`config.mk`:
```
export PLATFORM = sky130hd
export DESIGN_NAME = pwm_fade_ctrl_flat
export DESIGN_NICKNAME = d
export VERILOG_FILES = /design/src/rtl/pwm_fade_ctrl_if.sv /design/src/rtl/pwm_fade_ctrl.sv /design/src/flat_wrapper.sv
export SDC_FILE = /design/constraint.sdc
export NUM_CORES = 1
export LEC_CHECK = 0
export CORE_MARGIN = 2
export CORE_UTILIZATION = 40
export DETAILED_ROUTE_END_ITERATION = 8
export PLACE_DENSITY_LB_ADDON = 0.25
export SLEW_MARGIN = 20
export SYNTH_ARGS = -nofsm -noshare
export SYNTH_HDL_FRONTEND = slang
export SYNTH_SLANG_ARGS = --single-unit
```
`constraint.sdc`:
```
create_clock -name clk -period 3.7 [get_ports clk]
set_input_delay 0.74 -clock clk [delete_from_list [all_inputs] [get_ports clk]]
set_output_delay 0.74 -clock clk [all_outputs]
set_load 0.1 [all_outputs]
```
`src/rtl/pwm_fade_ctrl_if.sv`:
```
// Control/config/status bundle between the fade sequencer and its controller.
// master = config/control logic, slave = pwm_fade_ctrl.
interface pwm_fade_ctrl_if;
  logic       enable;
  logic       start;
  logic       stop;
  logic [7:0] min_duty;
  logic [7:0] max_duty;
  logic [7:0] step;
  logic [7:0] hold_periods;
  logic [7:0] repeat_count;
  logic [7:0] duty_cycle;
  logic       period_tick;
  logic       busy;
  logic       done;
  logic       err;

  modport master (
    output enable, start, stop, min_duty, max_duty, step, hold_periods, repeat_count,
    input  duty_cycle, period_tick, busy, done, err
  );

  modport slave (
    input  enable, start, stop, min_duty, max_duty, step, hold_periods, repeat_count,
    output duty_cycle, period_tick, busy, done, err
  );
endinterface

```
`src/rtl/pwm_fade_ctrl.sv`:
```
// Breathing-pattern sequencer for the pwm duty_cycle input: ramp up, hold, ramp down,
// hold, repeated N times or forever. Duty only changes on PWM period boundaries.
module pwm_fade_ctrl #(
  parameter int unsigned PERIOD_CLKS = 256
) (
  input logic           clk,
  input logic           reset,
  pwm_fade_ctrl_if.slave bus
);
  localparam int unsigned    CW   = (PERIOD_CLKS > 1) ? $clog2(PERIOD_CLKS) : 1;
  localparam logic [CW-1:0]  LAST = CW'(PERIOD_CLKS - 1);

  typedef enum logic [2:0] {
    IDLE,
    RAMP_UP,
    HOLD_HI,
    RAMP_DOWN,
    HOLD_LO
  } state_t;

  state_t        state_q, state_d;
  logic [CW-1:0] cnt_q, cnt_d;
  logic [7:0]    duty_q, duty_d;
  logic [7:0]    min_q, min_d;
  logic [7:0]    max_q, max_d;
  logic [7:0]    step_q, step_d;
  logic [7:0]    hold_q, hold_d;
  logic [7:0]    hold_cnt_q, hold_cnt_d;
  logic [7:0]    rep_cnt_q, rep_cnt_d;
  logic          forever_q, forever_d;
  logic          done_q, done_d;
  logic          err_q, err_d;

  logic          busy;
  logic          tick;
  logic [8:0]    up_sum;
  logic [8:0]    down_floor;

  assign busy       = (state_q != IDLE);
  assign tick       = busy && bus.enable && (cnt_q == LAST);
  assign up_sum     = {1'b0, duty_q} + {1'b0, step_q};
  assign down_floor = {1'b0, min_q} + {1'b0, step_q};

  always_comb begin
    state_d    = state_q;
    cnt_d      = cnt_q;
    duty_d     = duty_q;
    min_d      = min_q;
    max_d      = max_q;
    step_d     = step_q;
    hold_d     = hold_q;
    hold_cnt_d = hold_cnt_q;
    rep_cnt_d  = rep_cnt_q;
    forever_d  = forever_q;
    done_d     = 1'b0;
    err_d      = 1'b0;

    if (busy && bus.enable) begin
      cnt_d = (cnt_q == LAST) ? '0 : cnt_q + CW'(1);
    end

    unique case (state_q)
      IDLE: begin
        // enable=0 freezes the FSM, so a start request is only honoured while running
        if (bus.start && !bus.stop && bus.enable) begin
          if (bus.min_duty > bus.max_duty) begin
            err_d = 1'b1;
          end else begin
            min_d     = bus.min_duty;
            max_d     = bus.max_duty;
            step_d    = (bus.step == '0) ? 8'd1 : bus.step;
            hold_d    = bus.hold_periods;
            rep_cnt_d = bus.repeat_count;
            forever_d = (bus.repeat_count == '0);
            duty_d    = bus.min_duty;
            cnt_d     = '0;
            state_d   = RAMP_UP;
          end
        end
      end

      RAMP_UP: begin
        if (tick) begin
          if (up_sum >= {1'b0, max_q}) begin
            duty_d     = max_q;
            hold_cnt_d = hold_q;
            state_d    = HOLD_HI;
          end else begin
            duty_d = up_sum[7:0];
          end
        end
      end

      HOLD_HI: begin
        if (tick) begin
          if (hold_cnt_q == '0) state_d = RAMP_DOWN;
          else                  hold_cnt_d = hold_cnt_q - 8'd1;
        end
      end

      RAMP_DOWN: begin
        // comparing against min+step in 9 bits keeps duty-step from dropping below min
        if (tick) begin
          if ({1'b0, duty_q} < down_floor) begin
            duty_d     = min_q;
            hold_cnt_d = hold_q;
            state_d    = HOLD_LO;
          end else begin
            duty_d = duty_q - step_q;
          end
        end
      end

      HOLD_LO: begin
        if (tick) begin
          if (hold_cnt_q != '0) begin
            hold_cnt_d = hold_cnt_q - 8'd1;
          end else if (forever_q) begin
            state_d = RAMP_UP;
          end else if (rep_cnt_q == 8'd1) begin
            done_d  = 1'b1;
            state_d = IDLE;
          end else begin
            rep_cnt_d = rep_cnt_q - 8'd1;
            state_d   = RAMP_UP;
          end
        end
      end

      default: state_d = IDLE;
    endcase

    // abort overrides everything, independent of enable
    if (busy && bus.stop) begin
      state_d = IDLE;
      duty_d  = '0;
      cnt_d   = '0;
      done_d  = 1'b0;
    end
  end

  always_ff @(posedge clk) begin
    if (reset) begin
      state_q    <= IDLE;
      cnt_q      <= '0;
      duty_q     <= '0;
      min_q      <= '0;
      max_q      <= '0;
      step_q     <= '0;
      hold_q     <= '0;
      hold_cnt_q <= '0;
      rep_cnt_q  <= '0;
      forever_q  <= 1'b0;
      done_q     <= 1'b0;
      err_q      <= 1'b0;
    end else begin
      state_q    <= state_d;
      cnt_q      <= cnt_d;
      duty_q     <= duty_d;
      min_q      <= min_d;
      max_q      <= max_d;
      step_q     <= step_d;
      hold_q     <= hold_d;
      hold_cnt_q <= hold_cnt_d;
      rep_cnt_q  <= rep_cnt_d;
      forever_q  <= forever_d;
      done_q     <= done_d;
      err_q      <= err_d;
    end
  end

  assign bus.duty_cycle  = duty_q;
  assign bus.period_tick = tick;
  assign bus.busy        = busy;
  assign bus.done        = done_q;
  assign bus.err         = err_q;
endmodule

```
`src/flat_wrapper.sv`:
```
// flat-port wrapper written by rule: the top's interface ports become plain ports
module pwm_fade_ctrl_flat 
#(
  parameter int unsigned PERIOD_CLKS = 256
)
  (clk, reset, bus_enable, bus_start, bus_stop, bus_min_duty, bus_max_duty, bus_step, bus_hold_periods, bus_repeat_count, bus_duty_cycle, bus_period_tick, bus_busy, bus_done, bus_err);
  pwm_fade_ctrl_if bus_i ();
  input logic clk;
  input logic reset;
  input wire logic [$bits(bus_i.enable)-1:0] bus_enable;
  input wire logic [$bits(bus_i.start)-1:0] bus_start;
  input wire logic [$bits(bus_i.stop)-1:0] bus_stop;
  input wire logic [$bits(bus_i.min_duty)-1:0] bus_min_duty;
  input wire logic [$bits(bus_i.max_duty)-1:0] bus_max_duty;
  input wire logic [$bits(bus_i.step)-1:0] bus_step;
  input wire logic [$bits(bus_i.hold_periods)-1:0] bus_hold_periods;
  input wire logic [$bits(bus_i.repeat_count)-1:0] bus_repeat_count;
  output wire logic [$bits(bus_i.duty_cycle)-1:0] bus_duty_cycle;
  output wire logic [$bits(bus_i.period_tick)-1:0] bus_period_tick;
  output wire logic [$bits(bus_i.busy)-1:0] bus_busy;
  output wire logic [$bits(bus_i.done)-1:0] bus_done;
  output wire logic [$bits(bus_i.err)-1:0] bus_err;
  assign bus_i.enable = bus_enable;
  assign bus_i.start = bus_start;
  assign bus_i.stop = bus_stop;
  assign bus_i.min_duty = bus_min_duty;
  assign bus_i.max_duty = bus_max_duty;
  assign bus_i.step = bus_step;
  assign bus_i.hold_periods = bus_hold_periods;
  assign bus_i.repeat_count = bus_repeat_count;
  assign bus_duty_cycle = bus_i.duty_cycle;
  assign bus_period_tick = bus_i.period_tick;
  assign bus_busy = bus_i.busy;
  assign bus_done = bus_i.done;
  assign bus_err = bus_i.err;
  pwm_fade_ctrl #(.PERIOD_CLKS(PERIOD_CLKS)) u_core (.clk(clk), .reset(reset), .bus(bus_i));
endmodule
```
# After elaboration in Yosys (flattened, before gate mapping)
# Cells that the tools add are included.
[op_classes] n_addsub=6 order_cmp=3 n_eq_ne=20 mux=44 n_bitwise=5 reduce_logical=23
[op_table] operator="2-to-1 mux 8 bit" count=26
[op_table] operator="2-to-1 mux 3 bit" count=11
[op_table] operator="case mux 8 bit (4 select lines)" count=1
[op_table] operator="zero test 8 bit" count=3
[op_table] operator="case mux 8 bit (3 select lines)" count=1
[op_table] operator="adder 8 x 8 -> 9 bit" count=2
[op_table] operator="inequality test 2 bit (second input constant)" count=9
[op_table] operator="case mux 8 bit (2 select lines)" count=1
[op_table] operator="subtractor 8 x 1 -> 8 bit (second input constant)" count=2
[op_table] operator="case mux 3 bit (5 select lines)" count=1
[op_table] operator="inequality test 2 x 1 -> 1 bit (second input constant)" count=5
[op_table] operator="AND reduction 10 bit" count=1
[op_table] operator="greater-or-equal comparator 9 x 8 -> 1 bit" count=1
[op_table] operator="less-than comparator 8 x 9 -> 1 bit" count=1
[op_table] operator="AND reduction 9 bit" count=1
[op_table] operator="adder 8 x 1 -> 8 bit (second input constant)" count=1
[op_table] operator="== test 8 x 1 -> 1 bit (second input constant)" count=1
[op_table] operator="== test 8 bit (second input constant)" count=1
[op_table] operator="greater-than comparator 8 bit" count=1
[op_table] operator="nonzero test 8 bit" count=1
[op_table] operator="subtractor 8 bit" count=1
[op_table] operator="AND reduction 7 bit" count=1
[op_table] operator="== test 3 x 2 -> 1 bit (second input constant)" count=2
[op_table] operator="nonzero test 3 bit" count=2
[op_table] operator="14 further kinds" count=24
[word_totals] ff_bits=70 in_bits=45 word_cells=113

# Longest topological paths before layout
# Gate-level depths: netlist of the first run.
[logic_depth] depth_word=6 ltp_mapped=17 ltp_nobuf=15

# Worst setup path before layout of the first run
# Ideal clock, no wire load.
[synth_path] path_kind="register -> register" start="register u_core.duty_q[1] (netlist: u_core.bus.duty_cycle[1])" end="register u_core.duty_q[1] (netlist: u_core.bus.duty_cycle[1])" arrival_ns=3.814 t_required_ns=3.567 path_slack_ns=-0.247 path_stages_with_launch=15 period_less_slack_ns=3.947 path_cell_list="dfxtp_1 -> ha_1 -> nand2b_1 -> a221oi_1 -> o21bai_1 -> a31oi_1 -> xor2_1 -> ha_1 -> nand3_1 -> o221ai_1 -> a21oi_1 -> nand2_1 -> mux2_2 -> a22oi_1 -> a31oi_1"
[synth_via] elab_chain_cells=5 word_cells_on_any_way=9 classes_between="2 x add/sub; 2 x order compare; 5 x mux"
[synth_lines] item="from (decl)" line_no="pwm_fade_ctrl.sv:23" rtl="logic [7:0] duty_q, duty_d;"
[synth_lines] item="from (signal assigned)" line_no="pwm_fade_ctrl.sv:159" rtl="duty_q <= duty_d;"
[synth_lines] item="adder 8 x 8 -> 9 bit" line_no="pwm_fade_ctrl.sv:41" rtl="assign up_sum = {1'b0, duty_q} + {1'b0, step_q};"
[synth_lines] item="greater-or-equal comparator 9 x 8 -> 1 bit" line_no="pwm_fade_ctrl.sv:84" rtl="if (up_sum >= {1'b0, max_q}) begin"
[synth_lines] item="2-to-1 mux 8 bit" line_no="pwm_fade_ctrl.sv:84"
[synth_lines] item="2-to-1 mux 8 bit" line_no="pwm_fade_ctrl.sv:83" rtl="if (tick) begin"
[synth_lines] item="case mux 8 bit (3 select lines) (*)" line_no="pwm_fade_ctrl.sv:62" rtl="unique case (state_q)"
# Mark *: on every way between the ends. The rest lies on a longest branch, timed or not. The select of a mux whose other input is x is not followed.
# A chain may end at the register's enable or synchronous reset.

# Worst setup path after layout of the first run
[layout_path] start="register u_core.step_q[0]" end="register u_core.duty_q[7] (netlist: u_core.bus.duty_cycle[7])"
[layout_via] elab_chain_cells=5 word_cells_on_any_way=10 classes_between="3 x add/sub; 2 x order compare; 5 x mux"
[layout_lines] item="from (decl)" line_no="pwm_fade_ctrl.sv:26" rtl="logic [7:0] step_q, step_d;"
[layout_lines] item="from (signal assigned)" line_no="pwm_fade_ctrl.sv:162" rtl="step_q <= step_d;"
[layout_lines] item="adder 8 x 8 -> 9 bit, on equally long branches" line_no="pwm_fade_ctrl.sv:42, pwm_fade_ctrl.sv:41"
[layout_lines] item="less-than comparator 8 x 9 -> 1 bit / greater-or-equal comparator 9 x 8 -> 1 bit (equally long branches)" line_no="pwm_fade_ctrl.sv:104, pwm_fade_ctrl.sv:84"
[layout_lines] item="2-to-1 mux 8 bit, on equally long branches" line_no="pwm_fade_ctrl.sv:104, pwm_fade_ctrl.sv:84"
[layout_lines] item="2-to-1 mux 8 bit, on equally long branches" line_no="pwm_fade_ctrl.sv:103, pwm_fade_ctrl.sv:83"
[layout_lines] item="case mux 8 bit (3 select lines) (*)" line_no="pwm_fade_ctrl.sv:62"
# Marks and branches as above.

==> results_dict.tcl, run 1 <==
set metrics [dict create \
    outcome "finished, final reports clean" \
    num_vias 4802 \
    die_h_um 115 \
    setup_tns_ns 0 \
    slowest_delay_ns 0.58 \
    synth_edf_count 0 \
    synth_cells 652 \
    finalPower_uw 2910 \
    dp_hpwl_um 10400 \
    grt_overflow 0 \
    synth-seq-cells 70 \
    portBuffers 56 \
    critPathKind "flop to flop" \
    async_reset_ff_frac 0 \
    finClkSkew_ns 0.0106 \
    worst_path_most_repeated_cell "ha_1" \
    cts_root_buffer "clkbuf_16" \
    nets 810 \
    combPwrFrac 0.380 \
    grt_pass1_wl_um 22100 \
    holdCritPathClass "flop to flop" \
    grt_use_total 0.211 \
    finalNonFillerCells 884 \
    power.clock.fraction 0.322 \
    powerDensity_nw_per_um2 473 \
    grt_max_degree 53 \
    worstPathRequired_ns 3.97 \
    min_period_ns 3.51 \
    max-slew-margin-rel 0.355 \
    cts_buffer_depth 2 \
    final_cell_mix "95 x nand2_1, 80 x a21oi_1, 64 x dfxtp_1, 55 x nor2_1, 53 x clkdlybuf4s50_1" \
    crit_fanout 14 \
    ant_nets 0 \
    grt_antenna_before_repair 0 \
    drive_gt1_frac 0.102 \
    dr.pass1.iters 5 \
    clk_latency_ns 0.34 \
    synth_area_um2 4940 \
    coreArea_um2 12100 \
    worstPathArrival_ns 3.78 \
    slowest_stage "or4b_4" \
    end_kind "flop" \
    finalCritPeriodShare 0.950 \
    clkTransAtPathRegs_ns 0.06 \
    crit_family "compound AO/OA/AOI/OAI gates" \
    wire_per_inst_um 15.3 \
    cp_num_buf_inv 1 \
    clock_sinks 70 \
    htreeDepth 3 \
    cts_tree "done" \
    synthDistinctLibCells 63 \
    pin_count 57 \
    routed_wl_um 13500 \
    setup_viol 0 \
    tightest_slew_ns 0.965 \
    finalMaxSlewViolations 0 \
    dieArea_um2 13300 \
    p_switching_uw 1100 \
    post-route-drc-count 0 \
    p_seq_frac 0.298 \
    yosysSeqAreaShare 0.283 \
    routed_via_density 5.43 \
    switching_share 0.377 \
    synth_fp_nets 751 \
    p_int_uw 1810 \
    holdWs_ns 0.456 \
    diodes 0 \
    grt_pass1_vias 4538 \
    vdd_ir_drop_max_mv 0.187 \
    syn_to_final_growth_pct 24.4 \
    yosys_warnings 0 \
    rsz0062_at_grt "true" \
    die_w_um 115 \
    drt_iter0_drc 375 \
    path_cells "ha_1 -> fa_2 -> a21oi_2 -> o21ai_1 -> o21a_1 -> nor2_1 -> xor2_1 -> ha_1 -> a22oi_1 -> nand2_1 -> a31oi_1 -> or4b_4 -> buf_6 -> mux2i_1 -> o221a_2 -> a21oi_1" \
    start_util 0.410 \
    leakage_uw 0.00235 \
    syn_area_per_cell_um2 7.58 \
    routabilityCongestion 0.895 \
    fmax_mhz 285 \
    hold_viol 0 \
    holdBufCountCts 0 \
    dpl_worst_slack_ns 0.0484 \
    maxCapViolations 0 \
    row_count 40 \
    ys.flop_type "dfxtp_1" \
    cts-buffers-inserted 9 \
    dp_cells 865 \
    finalWorstSetupSlack_ns 0.185 \
    startpoint_type "flop" \
    mostFrequentLayoutCell "nand2_1" \
]
-- sequential cells by signal, indices dropped and copies added, names as in the netlist, 3 cells and up --
name                   flops
u_core.bus.duty_cycle      8
u_core.cnt_q               8
u_core.hold_cnt_q          8
u_core.hold_q              8
u_core.max_q               8
u_core.min_q               8
u_core.rep_cnt_q           8
u_core.state_q             3
u_core.step_q              8
-- power by group through the flow --
| stage | sequential (uW) | combinational, uW | clock, uW |
|---|---|---|---|
| after floorplan | 919 | 708 | 0 |
| after global placement | 881 | 1030 | 0 |
| after detailed placement | 883 | 1050 | 0 |
| after CTS | 867 | 1060 | 945 |
| after global routing | 875 | 1210 | 985 |
| final | 868 | 1110 | 936 |
-- cell families after synthesis --
group / share of synthesized area
simple gates: 0.241
compound gates: 0.227
flops: 0.283
buf+inv: 0.0536
fa+ha+maj: 0.141
xor+xnor: 0.0390
mux: 0.0147
-- worst register-to-register path, stage by stage, from the launching register on --
cell	delay, ns
dfxtp_1	0.34
ha_1	0.24
fa_2	0.42
a21oi_2	0.18
o21ai_1	0.12
o21a_1	0.18
nor2_1	0.11
xor2_1	0.08
ha_1	0.29
a22oi_1	0.08
nand2_1	0.07
a31oi_1	0.05
or4b_4	0.58
buf_6	0.18
mux2i_1	0.12
o221a_2	0.27
a21oi_1	0.12
-- through the flow --
stage / instance area (um^2) / util
after floorplan: 4950 / -
after global routing: 6150 / 0.510
after CTS: 6070 / 0.503
after global placement: 5760 / 0.477
final: 6150 / 0.510
after detailed placement: 5760 / 0.477
-- per-layer routing --
metal	up-vias	routed length, um	GRT usage
met5	-	0	0
met4	0	278	0.0763
met3	25	739	0.0332
met2	143	6170	0.346
met1	2217	6340	0.281
li1	2417	-	-
-- cell usage after synthesis (2+ instances only) --
| library cell | count | area share |
|---|---|---|
| a211oi_1 | 3 | 0.0046 |
| a21oi_1 | 84 | 0.085 |
| a22oi_1 | 5 | 0.0076 |
| a31oi_1 | 17 | 0.022 |
| and2_1 | 3 | 0.0038 |
| buf_2 | 2 | 0.0020 |
| buf_6 | 2 | 0.0046 |
| clkbuf_1 | 25 | 0.019 |
| dfxtp_1 | 70 | 0.28 |
| fa_1 | 3 | 0.012 |
| ha_1 | 51 | 0.13 |
| inv_1 | 36 | 0.027 |
| mux2_2 | 2 | 0.0046 |
| mux2i_1 | 5 | 0.010 |
| nand2_1 | 96 | 0.073 |
| nand2b_1 | 11 | 0.014 |
| nand3_1 | 11 | 0.011 |
| nand4_1 | 6 | 0.0076 |
| nor2_1 | 55 | 0.042 |
| nor2b_1 | 16 | 0.020 |
| nor3_1 | 16 | 0.016 |
| nor4_1 | 7 | 0.0089 |
| o211ai_1 | 4 | 0.0061 |
| o21a_1 | 6 | 0.0091 |
| o21ai_0 | 36 | 0.036 |
| o21ai_1 | 2 | 0.0020 |
| o21bai_1 | 4 | 0.0061 |
| o221a_2 | 2 | 0.0046 |
| o221ai_1 | 3 | 0.0053 |
| o31a_1 | 3 | 0.0053 |
| o31ai_1 | 2 | 0.0030 |
| or2_0 | 2 | 0.0025 |
| or2_2 | 7 | 0.0089 |
| or3_1 | 5 | 0.0063 |
| or4_1 | 2 | 0.0030 |
| xnor2_1 | 9 | 0.016 |
| xor2_1 | 13 | 0.023 |
-- area by class of cell --
class	instances	area [um^2]
well taps	168	210
flip-flops and latches	70	1410
clock inverters	5	83.8
multi-input cells	516	3330
repair buffers	78	748
inverters	36	135
clock buffers	11	233
fillers	1199	5910
-- final timing paths --
kind / start / end / slack (ns) / depth (start not counted)
worst max-delay path: u_core.step_q[0] / u_core.bus.duty_cycle[7] / 0.19 / 16
worst min-delay path: u_core.hold_q[1] / u_core.hold_q[1] / 0.46 / 2
worst max register to register: u_core.step_q[0] / u_core.bus.duty_cycle[7] / 0.19 / 16
worst min register to register: u_core.hold_q[1] / u_core.hold_q[1] / 0.46 / 2
-- repair_timing --
action,CTS,global route
gates resized for setup,0,15
buffers inserted,0,3
endpoints found under the setup margin,0,19
(Power assumes the default switching activity.)
==> inputs of run 2 (changes only) <==
--- a/config.mk
+++ b/config.mk
@@ -9,6 +9,7 @@
 export CORE_UTILIZATION = 40
 export DETAILED_ROUTE_END_ITERATION = 8
 export PLACE_DENSITY_LB_ADDON = 0.25
+export SETUP_SLACK_MARGIN = 0.05
 export SLEW_MARGIN = 20
 export SYNTH_ARGS = -nofsm -noshare
 export SYNTH_HDL_FRONTEND = slang
==> run 2 against run 1 <==
First-iteration DRC count decreased by 3.2%; global-route usage increased by 0.95 points; final cell count unchanged; clock power is 1% higher; cell area increased by 0.65%; core utilization rose by 0.33 points; clock skew decreased by 0.0026 ns; sequential share of layout area shrank 0.11 points; largest cell class unchanged; largest power group unchanged.
==> results_dict.tcl, run 2 (synthesis gave the netlist of run 1 again) <==
set metrics [dict create \
    outcome "finished, final reports clean" \
    grt_max_degree 53 \
    path_cells "ha_2 -> fa_2 -> a21oi_2 -> o21ai_1 -> o21a_1 -> nor2_1 -> xor2_1 -> ha_1 -> a22oi_1 -> nand2_1 -> a31oi_1 -> or4b_4 -> buf_6 -> nor4_2 -> a31oi_1 -> a31oi_1" \
    coreArea_um2 12100 \
    cp.depth 16 \
    hold_depth 2 \
    slowest_stage "or4b_4" \
    die_h_um 115 \
    cts-buffers-inserted 9 \
    rr_startpoint "u_core.step_q[0]" \
    slowest_delay_ns 0.57 \
    tightest_slew_ns 0.968 \
    cts_tree "done" \
    min_period_ns 3.49 \
    grt_overflow 0 \
    crit_fanout 19 \
    die_w_um 115 \
    worst_path_most_repeated_cell "a31oi_1" \
    num_vias 4899 \
    nets 810 \
    finalMaxSlewViolations 0 \
    maxCapViolations 0 \
    clock_sinks 70 \
    cts_root_buffer "clkbuf_16" \
    end_kind "flop" \
    grt_antenna_before_repair 0 \
    finClkSkew_ns 0.00799 \
    min_from "u_core.hold_q[5]" \
    finalWorstSetupSlack_ns 0.212 \
    max-slew-margin-rel 0.353 \
    routed_wl_um 14300 \
    final_cell_mix "95 x nand2_1, 80 x a21oi_1, 62 x dfxtp_1, 54 x nor2_1, 53 x clkdlybuf4s50_1" \
    routabilityCongestion 0.946 \
    reg2reg_depth 16 \
    ant_nets 0 \
    dpl_worst_slack_ns 0.0472 \
    drive_gt1_frac 0.115 \
    drt_iter0_drc 363 \
    clk_latency_ns 0.35 \
    dp_hpwl_um 10900 \
    critPathKind "flop to flop" \
    fmax_mhz 287 \
    powerDensity_nw_per_um2 476 \
    holdCritPathClass "flop to flop" \
    pin_count 57 \
    worstPathRequired_ns 3.96 \
    post-route-drc-count 0 \
    row_count 40 \
    syn_to_final_growth_pct 25.2 \
    cp_num_buf_inv 1 \
    diodes 0 \
    mostFrequentLayoutCell "nand2_1" \
    finalCritPeriodShare 0.943 \
    worstPathArrival_ns 3.75 \
    portBuffers 56 \
    setup_tns_ns 0 \
    hold_viol 0 \
    clkTransAtPathRegs_ns 0.06 \
    holdBufCountCts 0 \
    grt_pass1_vias 4728 \
    dr.pass1.iters 7 \
    setup_viol 0 \
    crit_family "simple AND/OR/NAND/NOR gates" \
    wire_per_inst_um 16.2 \
    grt_use_total 0.220 \
    routed_via_density 5.54 \
    final_core_util 0.513 \
    dieArea_um2 13300 \
    startpoint "u_core.step_q[0]" \
    leakage_uw 0.00235 \
    startpoint_type "flop" \
    rsz0062_at_grt "false" \
    grt_pass1_wl_um 23100 \
    cts_buffer_depth 2 \
    start_util 0.410 \
    vdd_ir_drop_max_mv 0.235 \
    htreeDepth 3 \
]
## run 2: layout make-up
| cell class | count | area [um^2] |
|---|---|---|
| Clock inverter | 7 | 97.6 |
| Inverter | 36 | 135 |
| Clock buffer | 9 | 225 |
| Timing Repair Buffer | 78 | 733 |
| Sequential cell | 70 | 1410 |
| Tap cell | 168 | 210 |
| Multi-Input combinational cell | 516 | 3380 |
| Fill cell | 1162 | 5870 |
## run 2: worst reg2reg max path, cell delays in order (launching register included)
cell and delay [ns]:
dfxtp_1 0.34, ha_2 0.22, fa_2 0.41, a21oi_2 0.17, o21ai_1 0.12, o21a_1 0.18
nor2_1 0.10, xor2_1 0.08, ha_1 0.29, a22oi_1 0.08, nand2_1 0.06, a31oi_1 0.04
or4b_4 0.57, buf_6 0.20, nor4_2 0.24, a31oi_1 0.08, a31oi_1 0.21
## run 2: final timing paths
| path | to | slack (ns) |
|---|---|---|
| setup reg to reg | u_core.bus.duty_cycle[2] | 0.21 |
| hold reg to reg | u_core.hold_q[5] | 0.46 |
| hold / removal | u_core.hold_q[5] | 0.46 |
| setup / recovery | u_core.bus.duty_cycle[2] | 0.21 |
## run 2: repair_timing
action,in CTS,in global routing
cloned,0,1
pin swaps,0,4
buffers inserted,0,1
hold endpoints to repair,0,0
gates resized for setup,2,23
endpoints found under the setup margin,1,18
## run 2: metal layers
| metal | up-vias | routed length (um) | global-route usage |
|---|---|---|---|
| li1 | 2417 | - | - |
| met1 | 2310 | 6670 | 0.291 |
| met2 | 146 | 6610 | 0.360 |
| met3 | 26 | 796 | 0.0459 |
| met4 | 0 | 275 | 0.0715 |
| met5 | - | 0 | 0 |
## run 2: where the power goes
| part | leakage (uW) | internal [uW] | total [uW] | switching (uW) |
|---|---|---|---|---|
| Combinational | 0.00162 | 418 | 1130 | 714 |
| Sequential | 0.000570 | 800 | 870 | 69.9 |
| Clock | 0.000152 | 592 | 946 | 354 |
| Total | 0.00235 | 1810 | 2950 | 1140 |
## run 2: stage by stage
step,hold slack [ns],std cells,power [uW],instance area [um^2]
after global placement,0.449,866,1910,5750
after floorplan,0.436,652,1630,4950
final,0.459,884,2950,6190
after CTS,0.463,882,2880,6080
after global routing,0.485,884,3100,6190
after detailed placement,0.454,866,1930,5750
